--- config.mk ---
export PLATFORM = sky130hd
export DESIGN_NAME = action_input_conditioner
export DESIGN_NICKNAME = d
export VERILOG_FILES = /design/src/rtl/action_input_conditioner_pkg.sv /design/src/rtl/action_input_conditioner_button_debouncer.sv /design/src/rtl/action_input_conditioner.sv
export SDC_FILE = /design/constraint.sdc
export NUM_CORES = 1
export LEC_CHECK = 0
export BUFFER_PORTS_ARGS = -buffer_cell sky130_fd_sc_hd__buf_4
export CAP_MARGIN = 10
export CORE_UTILIZATION = 55
export DETAILED_ROUTE_END_ITERATION = 16
export PLACE_DENSITY = 0.74
export SLEW_MARGIN = 20
export SYNTH_ARGS = -nofsm -noshare
export SYNTH_HDL_FRONTEND = slang
export SYNTH_SLANG_ARGS = --single-unit
--- constraint.sdc ---
create_clock -name clk -period 2.4 [get_ports clk]
set_clock_uncertainty 0.15 [all_clocks]
set_input_delay 0.12 -clock clk [delete_from_list [all_inputs] [get_ports clk]]
set_output_delay 0.12 -clock clk [all_outputs]
set_load 0.02 [all_outputs]
--- src/rtl/action_input_conditioner_pkg.sv ---
// Shared action codes, FSM encodings and press-vector type for the player input front end.
// The action codes are also consumed by the player logic.
package action_input_conditioner_pkg;

    localparam int unsigned ACT_W     = 3;
    localparam int unsigned DEB_CNT_W = 20;

    typedef logic [ACT_W-1:0] action_t;

    localparam action_t ACT_IDLE   = 3'd0;
    localparam action_t ACT_LEFT   = 3'd1;
    localparam action_t ACT_RIGHT  = 3'd2;
    localparam action_t ACT_ATTACK = 3'd3;
    localparam action_t ACT_DEFEND = 3'd4;

    typedef enum logic [1:0] {
        ST_IDLE  = 2'd0,
        ST_ARMED = 2'd1,
        ST_ISSUE = 2'd2
    } state_t;

    typedef struct packed {
        logic defend;
        logic attack;
        logic left;
        logic right;
    } btn_vec_t;

    // Priority defend > attack > left > right; a blocked attack falls through to lower priorities.
    function automatic action_t encode_press(input btn_vec_t p, input logic attack_blocked);
        action_t code;
        code = ACT_IDLE;
        if (p.defend) begin
            code = ACT_DEFEND;
        end else if (p.attack && !attack_blocked) begin
            code = ACT_ATTACK;
        end else if (p.left) begin
            code = ACT_LEFT;
        end else if (p.right) begin
            code = ACT_RIGHT;
        end
        return code;
    endfunction

endpackage

--- src/rtl/action_input_conditioner_button_debouncer.sv ---
// One raw button: 2-flop synchroniser, stability counter and a registered rising-edge press pulse.
module button_debouncer
    import action_input_conditioner_pkg::*;
#(
    parameter logic [DEB_CNT_W-1:0] DEBOUNCE_CYCLES = 20'd500000
) (
    input  logic clk,
    input  logic reset,
    input  logic btn,
    output logic press
);

    logic                 sync_q1;
    logic                 sync_q2;
    logic                 level_q;
    logic [DEB_CNT_W-1:0] cnt_q;
    logic                 settle_c;

    assign settle_c = (cnt_q == DEBOUNCE_CYCLES - DEB_CNT_W'(1));

    always_ff @(posedge clk) begin
        if (reset) begin
            sync_q1 <= 1'b0;
            sync_q2 <= 1'b0;
            level_q <= 1'b0;
            cnt_q   <= '0;
            press   <= 1'b0;
        end else begin
            sync_q1 <= btn;
            sync_q2 <= sync_q1;
            // The pulse is issued on the same edge the debounced level rises.
            press   <= sync_q2 & ~level_q & settle_c;
            if (sync_q2 != level_q) begin
                if (settle_c) begin
                    level_q <= sync_q2;
                    cnt_q   <= '0;
                end else begin
                    cnt_q   <= cnt_q + DEB_CNT_W'(1);
                end
            end else begin
                cnt_q <= '0;
            end
        end
    end

endmodule

--- src/rtl/action_input_conditioner.sv ---
// Per-player button front end: debounced presses are priority-encoded, then issued for
// exactly one game tick, with attacks rate-limited by a tick-based cooldown.
module action_input_conditioner #(
    parameter logic [19:0] DEBOUNCE_CYCLES = 20'd500000,
    parameter int unsigned ATTACK_COOLDOWN = 3
) (
    input  logic       clk,
    input  logic       reset,
    input  logic       tick,
    input  logic       btn_left,
    input  logic       btn_right,
    input  logic       btn_attack,
    input  logic       btn_defend,
    output logic [2:0] action,
    output logic       cooldown_active
);
    import action_input_conditioner_pkg::*;

    localparam int unsigned CD_W = (ATTACK_COOLDOWN < 1) ? 1 : $clog2(ATTACK_COOLDOWN + 1);

    btn_vec_t        presses;
    action_t         enc_c;
    state_t          state_q, state_n;
    action_t         pending_q, pending_n;
    action_t         action_n;
    logic [CD_W-1:0] cd_cnt_q, cd_cnt_n;
    logic            cd_active_n;

    button_debouncer #(.DEBOUNCE_CYCLES(DEBOUNCE_CYCLES)) u_deb_left (
        .clk(clk), .reset(reset), .btn(btn_left), .press(presses.left)
    );
    button_debouncer #(.DEBOUNCE_CYCLES(DEBOUNCE_CYCLES)) u_deb_right (
        .clk(clk), .reset(reset), .btn(btn_right), .press(presses.right)
    );
    button_debouncer #(.DEBOUNCE_CYCLES(DEBOUNCE_CYCLES)) u_deb_attack (
        .clk(clk), .reset(reset), .btn(btn_attack), .press(presses.attack)
    );
    button_debouncer #(.DEBOUNCE_CYCLES(DEBOUNCE_CYCLES)) u_deb_defend (
        .clk(clk), .reset(reset), .btn(btn_defend), .press(presses.defend)
    );

    assign enc_c = encode_press(presses, cooldown_active);

    always_ff @(posedge clk) begin
        if (reset) begin
            state_q         <= ST_IDLE;
            pending_q       <= ACT_IDLE;
            action          <= ACT_IDLE;
            cd_cnt_q        <= '0;
            cooldown_active <= 1'b0;
        end else begin
            state_q         <= state_n;
            pending_q       <= pending_n;
            action          <= action_n;
            cd_cnt_q        <= cd_cnt_n;
            cooldown_active <= cd_active_n;
        end
    end

    always_comb begin
        state_n     = state_q;
        pending_n   = pending_q;
        action_n    = action;
        cd_cnt_n    = cd_cnt_q;
        cd_active_n = cooldown_active;

        if (tick && (cd_cnt_q != '0)) begin
            cd_cnt_n    = cd_cnt_q - CD_W'(1);
            cd_active_n = (cd_cnt_q != CD_W'(1));
        end

        case (state_q)
            ST_IDLE: begin
                if (enc_c != ACT_IDLE) begin
                    pending_n = enc_c;
                    state_n   = ST_ARMED;
                end
            end
            ST_ARMED: begin
                if (tick) begin
                    action_n  = pending_q;
                    pending_n = ACT_IDLE;
                    state_n   = ST_ISSUE;
                    // Issuing an attack reloads the cooldown, overriding any decrement.
                    if ((pending_q == ACT_ATTACK) && (ATTACK_COOLDOWN != 0)) begin
                        cd_cnt_n    = CD_W'(ATTACK_COOLDOWN);
                        cd_active_n = 1'b1;
                    end
                end
            end
            ST_ISSUE: begin
                if (tick) begin
                    action_n = ACT_IDLE;
                    if (pending_q != ACT_IDLE) begin
                        state_n = ST_ARMED;
                    end else if (enc_c != ACT_IDLE) begin
                        pending_n = enc_c;
                        state_n   = ST_ARMED;
                    end else begin
                        state_n = ST_IDLE;
                    end
                end else if ((pending_q == ACT_IDLE) && (enc_c != ACT_IDLE)) begin
                    pending_n = enc_c;
                end
            end
            default: begin
                state_n = ST_IDLE;
            end
        endcase
    end

endmodule

==> run summary <==
Wires add up to 8920 um. VDD sags by at most 351 uV. The achievable clock frequency came out at 450 MHz.

The post-synthesis net count came out at 580. After synthesis the netlist holds a flip-flop and latch count of 107. Across every metal layer, demand over resource in global routing totals 0.209. The final number of hold-violating endpoints came to 0. The netlist uses 50 different library cells.

The arrival time of data at the critical path endpoint is 2.38 ns. In this run the clock root is driven by a clkbuf_8. After routing the design area is 5340 um2. The initial utilization of the core area, before any placement, comes to 0.563. Overall power consumption after layout is estimated at ~0.0031 W. Yosys attributes the largest share of cell area to dfxtp_1 44%, xor2_1 5.2%, nor2_1 4.9%, a21oi_1 4.0%, ha_1 3.6%. The cell area reported after detailed placement is roughly 5000 um2. The total clock buffers created by CTS is 9. The number of flops mapped to enable cells by yosys came out at 0.

The initial antenna violation count came out at 0. The layout has 801 filler cells. The half-perimeter wire length after placement is 6160 um.

The leakage power came out at 1.71 nW. The total number of H-tree levels is 3. The die outline area came out at approximately 9300 um2. The worst setup slack before clock tree synthesis is 0.179 ns. The post-layout net count came out at 592. The share of flip-flops with an asynchronous set or reset is 0. The count of cells along the worst hold path came out at 1. The final number of max-transition violations came out at 0. The origin of the worst min-delay path is u_deb_defend.sync_q1. The class of the most critical setup path is reg -> reg. The tree built by TritonCTS fans out to between 100 and 150 sinks.

The actual slew at the worst max-slew pin came out at roughly 0.42 ns. The number of DRC markers after the initial detailed-route iteration is 157. The final hold slack is approximately 0.29 ns. The via count of the first global-routing pass came out at 3522. The fraction of layout cells with a size suffix above 1 is 0.0713. Summing every instance area after synthesis gives 4890 um2. The I/O pin total is 11. The area of the placeable core is around 8700 um2.

In this run the tightest slew margin relative to its limit is 0.715. The latest clock arrival within the worst-skew pair came out at between 0.3 and 0.4 ns. The number of diodes came out at 0.

The post-route worst setup slack is 0.178 ns. The worst register-to-register path ends at pending_q[1]. The die outline height is 96.3 um.

The number of maximum-capacitance constraint violations came out at 0. The post-layout minimum cycle time is 2.22 ns. The area growth from synthesis to layout is 9.24%. The type of the tightest min-delay check is reg -> reg. Along the worst path, the maximum fanout reaches 9. The area share of the leading cell type in the synthesized netlist is 0.438.

The portion of the clock cycle consumed by the worst path in the final layout is 0.926. The register-to-register setup slack is 0.18 ns. The run finished with clean final reports. Dividing the detail-routed wire length by the instance count gives 13.1 um.

The clock slew seen by the registers of the worst setup and hold paths is 0.10 ns. In this run the horizontal extent of the chip is 96.3 um. The final setup violation count came out at 0. The kind of capture point of the worst setup path is a flop. The DRC violation count after routing came out at 0.

The final weighted congestion of routability-driven global placement came out at 0.867. The count of buffers from port buffering came out at 10. The count of antenna-violating nets left after detailed routing is 0. The path with the worst hold slack has its endpoint at u_deb_defend.sync_q2. The worst endpoint required time is roughly 2.6 ns. For this run, the register share of the synthesized area comes to 0.438.

Setup total negative slack on the finished layout was measured at 0 ns. The main flop type after synthesis is dfxtp_1. The first detailed-routing pass ran for 4 iterations. The routed layout has approximately 4000 vias. During synthesis, Yosys emitted a total of 0 warnings. The largest net degree at the start of global routing came out at 28. The total overflow reported by the global router is 0.

The worst register-to-register path begins at state_q[1]. The first-pass GRT wire length is around 15000 um. The clock passes through at most 2 buffers. The kind of launch point of the worst setup path is a flop. The number of vias per cell is 5.82.

Summed over all instances, the cell type with the most area after synthesis is dfxtp_1. Setup repair after global routing left no endpoint under its margin. The synthesized area per cell is between 8 and 9 um2. The power density over cell area came out at 572 nW/um2. Synthesis produced a netlist whose cell count is 559. TritonCTS built the clock tree. The number of cells on the worst reg-to-reg path is 5. The number of placement rows came out at 34.
## sequential cells by signal, indices dropped and copies added (netlist names), 2 cells and up
name	cells
state_q	2
u_deb_attack.cnt_q	20
u_deb_defend.cnt_q	20
pending_q	3
u_deb_right.cnt_q	20
u_deb_left.cnt_q	20
cd_cnt_q	2
action	3
## routing by layer
metal / routed length [um] / GRT usage / vias to the layer above / share of wire
met3: 268 / 0.0529 / 8 / 0.030
met1: 4240 / 0.258 / 1883 / 0.47
met2: 4330 / 0.360 / 46 / 0.49
met4: 85 / 0.0560 / 0 / 0.0095
li1: - / - / 2039 / -
met5: 0 / 0 / - / 0
## kinds of logic after synthesis
family,count (synthesis),share of synthesized area
simple gates,247,0.281
flops,107,0.438
compound gates,96,0.124
buf+inv,50,0.0410
xor+xnor,45,0.0806
fa+ha+maj,14,0.0358
## metrics by stage
stage | cells | utilization
after global routing | 683 | 0.615
after detailed placement | 658 | 0.581
after CTS | 683 | 0.615
final | 683 | 0.615
after floorplan | 559 | -
after global placement | 658 | 0.581
## repair_timing
action,4_1_cts,5_1_grt
buffers inserted,0,0
setup endpoints to repair,0,2
gates resized for setup,0,1
endpoints found under the hold margin,20,0
hold buffers,10,0
## cell type report
cell class | count | area (um2) | area share
Clock inverter | 6 | 72.6 | 0.0136
Timing Repair Buffer | 27 | 228 | 0.0426
Sequential cell | 107 | 2140 | 0.401
Multi-Input combinational cell | 402 | 2550 | 0.477
Clock buffer | 9 | 124 | 0.0232
Tap cell | 108 | 135 | 0.0253
Inverter | 24 | 90.1 | 0.0169
## critical path: stages (launching register included)
cell	delay (ns)
dfxtp_1	0.42
ha_2	0.29
or4b_2	0.60
a31o_2	0.24
a211oi_1	0.31
a32o_1	0.17
## worst max path at each step
stage | from | to | slack (ns) | cells past startpoint
detailed placement | state_q[1] | pending_q[1] | 0.18 | 5
CTS | state_q[1] | pending_q[1] | 0.12 | 5
floorplan | state_q[0] | pending_q[0] | 0.22 | 7
global route | state_q[1] | pending_q[1] | 0.01 | 5
global placement | state_q[0] | pending_q[0] | 0.24 | 6
finish | state_q[1] | pending_q[1] | 0.18 | 5
## power by group
| group | internal [W] | switching, W | total, W |
|---|---|---|---|
| clock | 0.000490 | 0.000611 | 0.00110 |
| sequential | 0.00179 | 0.0000122 | 0.00180 |
| combinational | 0.0000699 | 0.0000804 | 0.000150 |
| total | 0.00235 | 0.000704 | 0.00306 |
## Yosys cell counts, drive strengths merged (7+ instances only)
cell and n:
nor3 10, o31ai 14, and3 8, clkbuf 19, nor2 64, or3 15
buf 7, inv 24, o21ai 18, ha 14, nand3 31, xor2 29
a21oi 39, nor2b 11, dfxtp 107, and4 12, nand2 23, xnor2 16
nand4 26, or4 18
## cells in the final DEF (no fill, tap or decap), drive strengths merged, types with 6 or more instances in the layout
| cell type | n |
|---|---|
| buf | 17 |
| or4 | 18 |
| dlygate4sd3 | 10 |
| and3 | 8 |
| nor3 | 10 |
| a21oi | 39 |
| o21ai | 18 |
| and4 | 12 |
| or3 | 15 |
| clkbuf | 9 |
| xor2 | 29 |
| nor2b | 11 |
| nand2 | 23 |
| o31ai | 14 |
| inv | 27 |
| nor4b | 6 |
| and2 | 6 |
| nand4 | 26 |
| xnor2 | 16 |
| dfxtp | 107 |
| a211o | 6 |
| ha | 14 |
| nand3 | 31 |
| nor2 | 64 |
No activity file was read; power rests on OpenSTA's default activity.
